File: config.mk
export PLATFORM = sky130hd
export DESIGN_NAME = fuzzify_seq
export DESIGN_NICKNAME = d
export VERILOG_FILES = /design/src/rtl/fuzzify_seq.sv
export SDC_FILE = /design/constraint.sdc
export NUM_CORES = 1
export LEC_CHECK = 0
export ABC_AREA = 0
export CAP_MARGIN = 15
export CORE_MARGIN = 2
export CORE_UTILIZATION = 40
export DETAILED_ROUTE_END_ITERATION = 8
export PLACE_DENSITY = 0.54
export SLEW_MARGIN = 20
export SYNTH_ARGS = -nofsm -noshare
export SYNTH_HDL_FRONTEND = slang
export SYNTH_SLANG_ARGS = --single-unit
File: constraint.sdc
create_clock -name clk -period 4.5 [get_ports clk]
set_input_delay 0.9 -clock clk [delete_from_list [all_inputs] [get_ports clk]]
set_output_delay 0.9 -clock clk [all_outputs]
set_load 0.01 [all_outputs]
File: src/rtl/fuzzify_seq.sv
// Fuzzification sequencer: holds a trapezoid MF breakpoint table and streams it,
// one MF per cycle, through an external combinational trapezoid unit, tracking the peak mu.
module fuzzify_seq #(
  parameter int N_MF  = 7,
  parameter int IDX_W = 4
) (
  input  logic                    clk,
  input  logic                    rst_n,
  input  logic                    start,
  input  logic signed [7:0]       x_in,
  input  logic                    cfg_we,
  input  logic [IDX_W-1:0]        cfg_idx,
  input  logic signed [7:0]       cfg_a,
  input  logic signed [7:0]       cfg_b,
  input  logic signed [7:0]       cfg_c,
  input  logic signed [7:0]       cfg_d,
  output logic                    cfg_err,
  output logic signed [7:0]       tz_x,
  output logic signed [7:0]       tz_a,
  output logic signed [7:0]       tz_b,
  output logic signed [7:0]       tz_c,
  output logic signed [7:0]       tz_d,
  input  logic [15:0]             tz_mu,
  output logic                    busy,
  output logic                    mu_valid,
  output logic [IDX_W-1:0]        mu_idx,
  output logic [15:0]             mu_out,
  output logic                    done,
  output logic [IDX_W-1:0]        peak_idx,
  output logic [15:0]             peak_mu
);

  localparam int DATA_W = 8;
  localparam int MU_W   = 16;
  localparam int DEPTH  = 2**IDX_W;
  localparam logic [IDX_W-1:0] LAST_IDX = IDX_W'(N_MF - 1);
  localparam logic [IDX_W-1:0] IDX0     = '0;

  typedef enum logic {IDLE, ISSUE} state_t;

  function automatic logic bp_ordered(input logic signed [DATA_W-1:0] a,
                                      input logic signed [DATA_W-1:0] b,
                                      input logic signed [DATA_W-1:0] c,
                                      input logic signed [DATA_W-1:0] d);
    return (a <= b) && (b <= c) && (c <= d);
  endfunction

  // Strict compare so that ties keep the earlier (lower) index.
  function automatic logic mu_beats(input logic [MU_W-1:0] cand,
                                    input logic [MU_W-1:0] best);
    return cand > best;
  endfunction

  state_t state, state_nxt;
  logic [IDX_W-1:0] cnt;
  logic [IDX_W-1:0] cnt_inc;
  logic frame_go;
  logic issuing;
  logic last_issue;
  logic cfg_ok;
  logic cfg_rej;

  logic signed [DATA_W-1:0] mf_a [DEPTH];
  logic signed [DATA_W-1:0] mf_b [DEPTH];
  logic signed [DATA_W-1:0] mf_c [DEPTH];
  logic signed [DATA_W-1:0] mf_d [DEPTH];

  assign busy    = (state == ISSUE);
  assign issuing = (state == ISSUE);
  assign cnt_inc = cnt + 1'b1;

  // Table writes only land while idle and not racing a frame launch.
  assign cfg_ok  = cfg_we && (state == IDLE) && !start && (cfg_idx <= LAST_IDX) &&
                   bp_ordered(cfg_a, cfg_b, cfg_c, cfg_d);
  assign cfg_rej = cfg_we && !cfg_ok;

  always_ff @(posedge clk or negedge rst_n) begin
    if (!rst_n) state <= IDLE;
    else        state <= state_nxt;
  end

  always_comb begin
    state_nxt  = state;
    frame_go   = 1'b0;
    last_issue = 1'b0;
    case (state)
      IDLE: begin
        if (start) begin
          frame_go  = 1'b1;
          state_nxt = ISSUE;
        end
      end
      ISSUE: begin
        if (cnt == LAST_IDX) begin
          last_issue = 1'b1;
          state_nxt  = IDLE;
        end
      end
      default: state_nxt = IDLE;
    endcase
  end

  always_ff @(posedge clk or negedge rst_n) begin
    if (!rst_n) begin
      cnt      <= '0;
      mu_valid <= 1'b0;
      done     <= 1'b0;
      cfg_err  <= 1'b0;
    end else begin
      cfg_err  <= cfg_rej;
      mu_valid <= issuing;
      done     <= last_issue;
      if (frame_go)        cnt <= '0;
      else if (last_issue) cnt <= '0;
      else if (issuing)    cnt <= cnt_inc;
    end
  end

  always_ff @(posedge clk or negedge rst_n) begin
    if (!rst_n) begin
      for (int i = 0; i < DEPTH; i++) begin
        mf_a[i] <= '0;
        mf_b[i] <= '0;
        mf_c[i] <= '0;
        mf_d[i] <= '0;
      end
    end else if (cfg_ok) begin
      mf_a[cfg_idx] <= cfg_a;
      mf_b[cfg_idx] <= cfg_b;
      mf_c[cfg_idx] <= cfg_c;
      mf_d[cfg_idx] <= cfg_d;
    end
  end

  // Operand issue / result capture: tz_mu seen at edge Ek belongs to MF[k-1].
  always_ff @(posedge clk or negedge rst_n) begin
    if (!rst_n) begin
      tz_x     <= '0;
      tz_a     <= '0;
      tz_b     <= '0;
      tz_c     <= '0;
      tz_d     <= '0;
      mu_out   <= '0;
      mu_idx   <= '0;
      peak_mu  <= '0;
      peak_idx <= '0;
    end else if (frame_go) begin
      tz_x     <= x_in;
      tz_a     <= mf_a[IDX0];
      tz_b     <= mf_b[IDX0];
      tz_c     <= mf_c[IDX0];
      tz_d     <= mf_d[IDX0];
      peak_mu  <= '0;
      peak_idx <= '0;
    end else if (issuing) begin
      mu_out <= tz_mu;
      mu_idx <= cnt;
      if (!last_issue) begin
        tz_a <= mf_a[cnt_inc];
        tz_b <= mf_b[cnt_inc];
        tz_c <= mf_c[cnt_inc];
        tz_d <= mf_d[cnt_inc];
      end
      if (mu_beats(tz_mu, peak_mu)) begin
        peak_mu  <= tz_mu;
        peak_idx <= cnt;
      end
    end
  end

endmodule

==> summary.md, run 1 <==
| Metric | Value |
|---|---|
| Max-Cap Viols | 0 |
| Met2 Use GR | 0.282 |
| CP Cell Sequence | clkdlybuf4s50_1 -> inv_1 -> ha_1 -> inv_1 -> or3_1 -> a221o_1 -> a221oi_2 -> buf_4 -> and4b_2 -> buf_4 -> mux2_2 |
| Worst r2r path cells | 8 |
| Part of the cycle the worst path needs | 0.776 |
| Fin. Hold Viols | 0 |
| Worst min-delay path endpoint | mf_c[48]$_DFFE_PN0P_ |
| FP Rows | 92 |
| Pins Over Slew Limit | 0 |
| TritonRoute pass-1 iters | 5 |
| Finished Layout Cells | 2622 |
| Initial Util | 0.403 |
| CP Launch Type | input port |
| CP Class | in2reg |
| Crit path time final | 3.49 ns |
| Worst slew pin tran | 1.13 ns |
| RSZ-0062 raised after global routing | false |
| Comb pwr share | 0.294 |
| Area share of the largest cell type after synthesis | 0.592 |
| RePlAce Congestion | 0.811 |
| Area leader, netlist | dfrtp_1 |
| Clock slew at reported path FFs | 0.05 ns |
| Post-route ant nets | 0 |
| Top FF cell, synth | dfrtp_1 |
| Cell Area, Synth | 25300 sq um |
| Max Clock Skew | 0.00987 ns |
| NetSw | 5180 uW |
| Most frequent cells in the layout | 599 x dfrtp_1, 233 x mux2_2, 146 x clkdlybuf4s50_1 |
| Most common cell after layout, fill and taps aside | dfrtp_1 |
| Placed Instances | 2504 |
| CTS buffer count | 66 |
| Synth top area cells | dfrtp_1 59%, mux4_2 11%, mux2_2 10%, clkbuf_1 5.0%, ha_1 2.1% |
| Int Power | 11100 uW |
| Peak VDD IR | 0.000398 V |
| Setup slack, reg-to-reg | 1.21 ns |
| Register area share after synthesis | 0.592 |
| Vias in the first global route | 14800 |
| CTS root buf | clkbuf_16 |
| IO Count | 148 |
| Asr flop ratio synth | 1.00 |
| Worst R2R Start | cnt[0]$_DFFE_PN0P_ |
| Leakage | 0.0139 uW |
| CP max-delay cell | clkdlybuf4s50_1 |
| Die width | 256 microns |
| Post-CTS Hold Fix Bufs | 0 |
| Share of layout cells above drive strength 1 | 0.301 |
| Htree depth | 3 |
| IO Port Bufs | 147 |
| Hold path depth | 0 |
| Vias per Instance | 5.11 |
| Die area | 65400 sq um |
| TritonCTS clock tree | built |
| PostCTS Resize Cnt | 0 |
| Worst hold path class | reg2reg |
| Detailed Place HPWL | 35600 microns |
| Run status | complete, no violations |
| Wire length per cell | 21.3 microns |
| Grt met1 use | 0.250 |
| Most crowded layer after global routing | met2 |
| Data required, critical path | 4.96 ns |
| CORE AREA | 62900 sq um |
| Post-CTS Setup Inserts | 0 |
| Crit path max fanout | 13 |
| Synth Instances | 1844 |
| Sequential Power Share | 0.371 |
| Max Fclk | 286 MHz |
| # setup viols final | 0 |
| Netlist cell types | 44 |
| Worst r2r dst | tz_b[7]$_DFFE_PN0P_ |
| Height of the die | 256 microns |
| Starting DRC count in detailed routing | 829 |
| Setup TNS | 0 ns |
| Layout area overhead | 15.3% |
| Nets | 1833 |
| Worst-Skew Late Latency | 0.58 ns |
| Vias | 13400 |
| DRC viols | 0 |
| Syn Nets | 1950 |
| #FFs+latches synth | 600 |
| Initial antenna violation count | 2 |
| P per Cell Area | 558 nW/um^2 |
| Worst Hold Launch | mf_c[48]$_DFFE_PN0P_ |
| Largest net degree at the start of global routing | 109 |
| First-pass GRT wire length | 90200 microns |
| Crit path capture type | flip-flop |
| Met3 Use GR | 0.0349 |
| Clk network pwr share | 0.335 |
| EDFF count, synth | 0 |
| Sink Count | 600 |
| Max clock buf depth | 3 |
| GRT Total Usage | 0.177 |
| Switching share of power | 0.318 |
| Slew headroom | 0.247 |
| Worst endpoint data arrival time | 3.95 ns |
| Congestion Overflow GR | 0 |
| Post-Route WL | 55900 microns |
| Delay of the slowest critical-path stage | 0.67 ns |
| Final core utilization | 0.465 |
| Mean post-synth cell area | 13.7 sq um |
| YS warnings | 0 |
-- flip-flops by register name, summed over array words and instances (netlist names), 8 cells and up --
| name | cells |
|---|---|
| mf_a | 128 |
| mf_b | 128 |
| mf_c | 128 |
| mf_d | 128 |
| mu_out | 16 |
| peak_mu | 16 |
| tz_a | 8 |
| tz_b | 8 |
| tz_c | 8 |
| tz_d | 8 |
| tz_x | 8 |
-- final cells by class --
class / count / area [sq um]
tap: 846 / 1060
sequential: 600 / 15000
clock inverter: 23 / 255
antenna: 1 / 2.50
multi-input combinational: 792 / 8640
clock buffer: 93 / 1970
timing repair buffer: 199 / 2020
fill: 5531 / 33600
inverter: 68 / 255
-- worst max-delay path by stage --
stage	start	endpoint	slack [ns]	cells past startpoint
2_1_floorplan	cfg_c[7]	mf_a[121]$_DFFE_PN0P_	1.29	10
3_3_place_gp	cfg_c[3]	mf_c[121]$_DFFE_PN0P_	0.42	11
3_5_place_dp	cfg_c[3]	mf_c[121]$_DFFE_PN0P_	0.40	11
4_1_cts	cfg_c[3]	mf_d[105]$_DFFE_PN0P_	1.03	11
5_1_grt	cfg_b[1]	mf_d[105]$_DFFE_PN0P_	0.79	10
6_report	cfg_c[7]	mf_d[105]$_DFFE_PN0P_	1.01	11
-- power groups by stage --
stage / logic [uW] / registers, uW / clock network (uW)
finish: 4790 / 6050 / 5470
global placement: 4860 / 6140 / 0
CTS: 4880 / 6060 / 5650
floorplan: 2790 / 6170 / 0
global route: 5230 / 6090 / 5890
detailed placement: 4870 / 6150 / 0
-- cells in the mapped netlist, drive strengths merged, types with 4 or more instances --
library cell,number
a21o,6
nor3,7
ha,42
mux2,238
nor2,26
inv,68
buf,45
nand3,6
nor2b,32
and4b,4
mux2i,32
clkbuf,339
nand2,60
a211oi,53
o21ai,61
a21oi,16
mux4,128
o311ai,15
nand4,10
dfrtp,600
a221o,27
o211ai,8
-- routing by layer --
metal	vias to the layer above	share of wire
met1	7007	0.47
met4	2	0.022
met5	-	0.00021
met3	76	0.036
met2	211	0.47
li1	6115	-
-- logic make-up after synthesis --
logic type | after synthesis | share of synthesized area
compound gates | 197 | 0.0548
mux | 398 | 0.232
fa+ha+maj | 42 | 0.0207
xor+xnor | 2 | 0.000691
flops | 600 | 0.592
buf+inv | 452 | 0.0699
simple gates | 153 | 0.0294
-- critical path: cells and delay by family --
family / cells / cell delay, ns
compound gates: 2 / 0.57
simple gates: 2 / 0.57
fa+ha+maj: 1 / 0.30
buf+inv: 5 / 1.25
mux: 1 / 0.37
-- metrics by stage --
stage / hold slack [ns] / total power [uW] / setup WS (ns) / area (sq um)
finish: 0.369 / 16300 / 1.01 / 29200
global route: 0.379 / 17200 / 0.795 / 29200
CTS: 0.375 / 16600 / 1.03 / 29200
detailed placement: 0.362 / 11000 / 0.403 / 27000
global placement: 0.360 / 11000 / 0.415 / 27000
floorplan: 0.424 / 8960 / 1.29 / 25300
Power figures use the tool's default switching activity.
==> inputs of run 2 (changes only) <==
==> constraint.sdc (replaced) <==
create_clock -name clk -period 3.5 [get_ports clk]
set_input_delay 0.7 -clock clk [delete_from_list [all_inputs] [get_ports clk]]
set_output_delay 0.7 -clock clk [all_outputs]
set_load 0.01 [all_outputs]
==> run 2 against run 1 <==
Utilization grew 0.71 points. Non-clock buffer count rose by 43. Hold slack worse by 0.33 ns. Sequential power increased by 28%. Final area is 1.5% higher. Setup slack worse by 0.73 ns. Global-route usage up 0.28 points. Via count up 1.9%. Critical endpoint is now mf_b[104]$_DFFE_PN0P_. Largest cell class unchanged. Highest routed layer is now met4.
==> summary.md, run 2 (same netlist as run 1, synthesis figures left out) <==
| Metric | Value |
|---|---|
| Run status | complete, no violations |
| Starting DRC count in detailed routing | 704 |
| Crit path time final | 3.22 ns |
| Largest net degree at the start of global routing | 123 |
| Multi-input logic area | 8640 sq um |
| CTS root buf | clkbuf_16 |
| Vias per Instance | 5.13 |
| Worst r2r dst | tz_d[3]$_DFFE_PN0P_ |
| Worst hold path class | in2async |
| Max-Cap Viols | 0 |
| Slew headroom | 0.397 |
| Sequential Area | 15000 sq um |
| Most common cell after layout, fill and taps aside | dfrtp_1 |
| Htree depth | 3 |
| IO Count | 148 |
| CORE AREA | 62900 sq um |
| DRC viols | 0 |
| Clock slew at reported path FFs | 0.06 ns |
| Layout area overhead | 17.1% |
| Leakage | 0.0141 uW |
| Most frequent cells in the layout | 599 x dfrtp_1, 233 x mux2_2, 146 x clkdlybuf4s50_1 |
| Detailed Place HPWL | 36300 microns |
| GRT Total Usage | 0.180 |
| Worst r2r path cells | 9 |
| Pins Over Slew Limit | 0 |
| Initial antenna violation count | 1 |
| CP Class | in2reg |
| Data required, critical path | 3.97 ns |
| Crit path capture type | flip-flop |
| Part of the cycle the worst path needs | 0.920 |
| TritonRoute pass-1 iters | 4 |
| IO Port Bufs | 147 |
| Worst-Skew Late Latency | 0.59 ns |
| Crit path max fanout | 24 |
| P per Cell Area | 715 nW/um^2 |
| Setup slack, reg-to-reg | 0.64 ns |
| Total power | 21200 uW |
| Wire length per cell | 21.4 microns |
| Worst R2R Start | cnt[0]$_DFFE_PN0P_ |
| RePlAce Congestion | 0.749 |
| Die area | 65400 sq um |
| FP Rows | 92 |
| Congestion Overflow GR | 0 |
| Worst endpoint data arrival time | 3.69 ns |
| Vias in the first global route | 15200 |
| Final core utilization | 0.472 |
| Max clock buf depth | 3 |
| Finished Layout Cells | 2664 |
| Filler cell count | 5503 |
| Post-CTS Hold Fix Bufs | 0 |
| PostCTS Resize Cnt | 0 |
| Peak VDD IR | 0.000585 V |
| Share of layout cells above drive strength 1 | 0.316 |
| Max Clock Skew | 0.0267 ns |
| Post-route ant nets | 0 |
| Sink Count | 600 |
| Vias | 13700 |
| CP Launch Type | input port |
| Max Fclk | 310 MHz |
| RSZ-0062 raised after global routing | false |
| First-pass GRT wire length | 91500 microns |
| Placed Instances | 2548 |
| CTS buffer count | 67 |
| Post-CTS Setup Inserts | 0 |
| Fin. Hold Viols | 0 |
| Initial Util | 0.403 |
| Die width | 256 microns |
| Height of the die | 256 microns |
| # setup viols final | 0 |
| TritonCTS clock tree | built |
| Post-Route WL | 56900 microns |
| Nets | 1877 |
| Worst slew pin tran | 0.905 ns |
run 2: cell count changes in the layout (fill, tap and decap cells not counted), sizes merged:
| cell | change |
|---|---|
| buf | +43 |
| bufinv | -2 |
| clkbuf | +9 |
| clkinv | -7 |
| clkinvlp | -1 |
run 2: worst max-delay path by stage:
stage                                   from  slack [ns]               endpoint  depth (start not counted)
after floorplan           cnt[0]$_DFFE_PN0P_        0.35    tz_c[1]$_DFFE_PN0P_                         13
after global placement              cfg_c[5]       -0.29  mf_c[106]$_DFFE_PN0P_                         10
after detailed placement            cfg_c[5]       -0.30   mf_a[97]$_DFFE_PN0P_                         11
after CTS                           cfg_c[5]        0.31   mf_a[97]$_DFFE_PN0P_                         11
after global routing                cfg_c[5]        0.07  mf_a[115]$_DFFE_PN0P_                         11
final                               cfg_c[5]        0.28  mf_b[104]$_DFFE_PN0P_                         10
run 2: layout make-up:
cell class,count,share of cell area
clock buffer,102,0.0695
timing repair buffer,242,0.0831
clock inverter,13,0.00565
tap,846,0.0357
inverter,68,0.00860
sequential,600,0.506
antenna,1,0.0000843
multi-input combinational,792,0.291
run 2: metal layers:
layer | GRT usage | vias to the layer above | wire, microns
met5 | 0 | - | 0
met4 | 0.0489 | 0 | 1010
met3 | 0.0327 | 77 | 2170
met2 | 0.286 | 226 | 26900
met1 | 0.256 | 7136 | 26800
li1 | - | 6228 | -
run 2: through the flow:
step | setup slack, ns | hold slack, ns | setup TNS, ns | cell area (sq um)
after floorplan | 0.354 | 0.404 | 0 | 25300
after global placement | -0.292 | 0.360 | -57.25 | 27400
after detailed placement | -0.301 | 0.362 | -58.34 | 27400
after CTS | 0.307 | 0.0457 | 0 | 29700
after global routing | 0.0652 | 0.0671 | 0 | 29700
final | 0.279 | 0.0396 | 0 | 29700
run 2: critical path, cell delays in order:
cell             delay, ns
clkdlybuf4s50_1       0.67
inv_1                 0.09
ha_1                  0.30
a21oi_1               0.15
o21ai_0               0.11
a221o_1               0.38
a221oi_2              0.35
and4b_2               0.33
buf_12                0.23
mux2_2                0.36
run 2: where the power goes:
group / internal, uW / switching, uW
registers: 7390 / 353
clock network: 4280 / 2780
logic: 2780 / 3640
total: 14500 / 6770
==> inputs of run 3 (changes only) <==
--- a/config.mk
+++ b/config.mk
@@ -10,7 +10,8 @@
 export CORE_MARGIN = 2
 export CORE_UTILIZATION = 40
 export DETAILED_ROUTE_END_ITERATION = 8
-export PLACE_DENSITY = 0.54
+export GPL_TIMING_DRIVEN = 0
+export PLACE_DENSITY = 0.61
 export SLEW_MARGIN = 20
 export SYNTH_ARGS = -nofsm -noshare
 export SYNTH_HDL_FRONTEND = slang
==> run 3 against run 2 <==
Final area increased by 3.1%. Largest cell class unchanged. Critical path depth unchanged. Register-to-register slack got worse by 0.52 ns. Hold slack improved by 0.067 ns. Die area unchanged. Sequential share of layout area decreased by 1.5 points. Cell count increased by 11%. Count of clock-buffer cells in the layout decreased by 7. First-iteration DRC count increased by 26%. Clock power increased by 2.8%. Utilization increased by 1.4 points.
==> summary.md, run 3 (same netlist as run 1, synthesis figures left out) <==
| Metric | Value |
|---|---|
| P per Cell Area | 718 nW/um^2 |
| TritonCTS clock tree | built |
| Initial antenna violation count | 4 |
| RePlAce Congestion | 0.850 |
| CTS buffer count | 66 |
| Initial Util | 0.403 |
| IO Count | 148 |
| Post-Route WL | 63300 microns |
| Max Fclk | 295 MHz |
| Wire length per cell | 21.3 microns |
| Worst setup margin | 0.110 ns |
| Height of the die | 256 microns |
| Max clock buf depth | 3 |
| Crit path time final | 3.39 ns |
| Final core utilization | 0.487 |
| Crit path capture type | flip-flop |
| FP Rows | 92 |
| Slew headroom | 0.292 |
| Clock slew at reported path FFs | 0.06 ns |
| First-pass GRT wire length | 98800 microns |
| # setup viols final | 0 |
| Design Area, Final | 30600 sq um |
| CORE AREA | 62900 sq um |
| Data required, critical path | 3.95 ns |
| Cell Area, Placed | 28000 sq um |
| Sink Count | 600 |
| Worst hold path class | in2async |
| Most common cell after layout, fill and taps aside | dfrtp_1 |
| Post-route ant nets | 0 |
| Pre-CTS setup slack | -1.58 ns |
| Worst slew pin tran | 1.06 ns |
| Setup TNS | 0 ns |
| Leakage | 0.0144 uW |
| Finished Layout Cells | 2963 |
| Starting DRC count in detailed routing | 889 |
| Worst endpoint data arrival time | 3.84 ns |
| Worst-Skew Late Latency | 0.59 ns |
| Congestion Overflow GR | 0 |
| Crit path max fanout | 10 |
| Largest net degree at the start of global routing | 107 |
| DRC viols | 0 |
| Max Clock Skew | 0.0300 ns |
| GRT Total Usage | 0.199 |
| Max-Cap Viols | 0 |
| Run status | complete, no violations |
| CP Class | in2reg |
| Detailed Place HPWL | 44400 microns |
| CTS root buf | clkbuf_16 |
| Htree depth | 3 |
| Layout area overhead | 20.6% |
| Pins Over Slew Limit | 0 |
| Most frequent cells in the layout | 600 x dfrtp_1, 333 x clkbuf_1, 233 x mux2_2 |
| IO Port Bufs | 147 |
| Vias in the first global route | 16300 |
| Share of layout cells above drive strength 1 | 0.264 |
| Fin. Hold Viols | 0 |
| Vias per Instance | 5.17 |
| Nets | 2174 |
| Die area | 65400 sq um |
| Die width | 256 microns |
| CP Launch Type | input port |
| TritonRoute pass-1 iters | 5 |
| Peak VDD IR | 0.000313 V |
| Vias | 15300 |
| Placed Instances | 2843 |
| Part of the cycle the worst path needs | 0.968 |
-- run 3: final cells by class --
| class | count | area (sq um) |
|---|---|---|
| Fill cell | 5470 | 32300 |
| Sequential cell | 600 | 15000 |
| Multi-Input combinational cell | 792 | 8680 |
| Clock buffer | 95 | 2020 |
| Timing Repair Buffer | 156 | 1680 |
| Buffer | 384 | 1600 |
| Tap cell | 846 | 1060 |
| Clock inverter | 21 | 262 |
| Inverter | 68 | 255 |
| Antenna cell | 1 | 2.50 |
-- run 3: timing repair --
item | in CTS | in global routing
gates resized for setup | 57 | 30
hold buffers | 0 | 0
endpoints found under the setup margin | 215 | 211
pin swaps | 8 | 3
setup buffers | 0 | 3
-- run 3: power breakdown --
part	total, uW	switching [uW]	leakage (uW)	internal (uW)
registers	7750	358	0.00825	7390
logic	6970	4220	0.00505	2750
clock network	7250	2800	0.00113	4440
-- run 3: worst max-delay path, cell delays in order --
cell and delay, ns:
clkdlybuf4s50_1 0.75, ha_1 0.32, nand4_1 0.08, nor2_1 0.06, a221o_1 0.36, a221oi_4 0.44, and4b_1 0.25, clkbuf_2 0.21
buf_4 0.29, mux2_2 0.36
-- run 3: worst paths after layout --
kind	start	to	slack [ns]	cells past startpoint
min in group clk	mf_b[56]$_DFFE_PN0P_	mf_b[56]$_DFFE_PN0P_	0.45	1
min reg2reg	mf_b[56]$_DFFE_PN0P_	mf_b[56]$_DFFE_PN0P_	0.45	1
max	cfg_b[2]	mf_a[124]$_DFFE_PN0P_	0.11	10
min	rst_n	mu_out[10]$_DFFE_PN0P_	0.11	1
max in group asynchronous	rst_n	mf_b[94]$_DFFE_PN0P_	1.57	4
max reg2reg	cnt[1]$_DFFE_PN0P_	tz_b[4]$_DFFE_PN0P_	0.12	7
-- run 3: stage by stage --
stage	hold slack [ns]	total power, uW
finish	0.107	22000
global route	0.144	22900
CTS	0.105	22100
detailed placement	0.442	14600
global placement	0.434	14500
floorplan	0.404	11500
-- run 3: layer usage --
metal,global-route usage,share of wire,vias to the layer above
li1,-,-,6766
met1,0.271,0.44,8105
met2,0.320,0.48,355
met3,0.0351,0.052,99
met4,0.0736,0.029,4
met5,0,0.00047,-
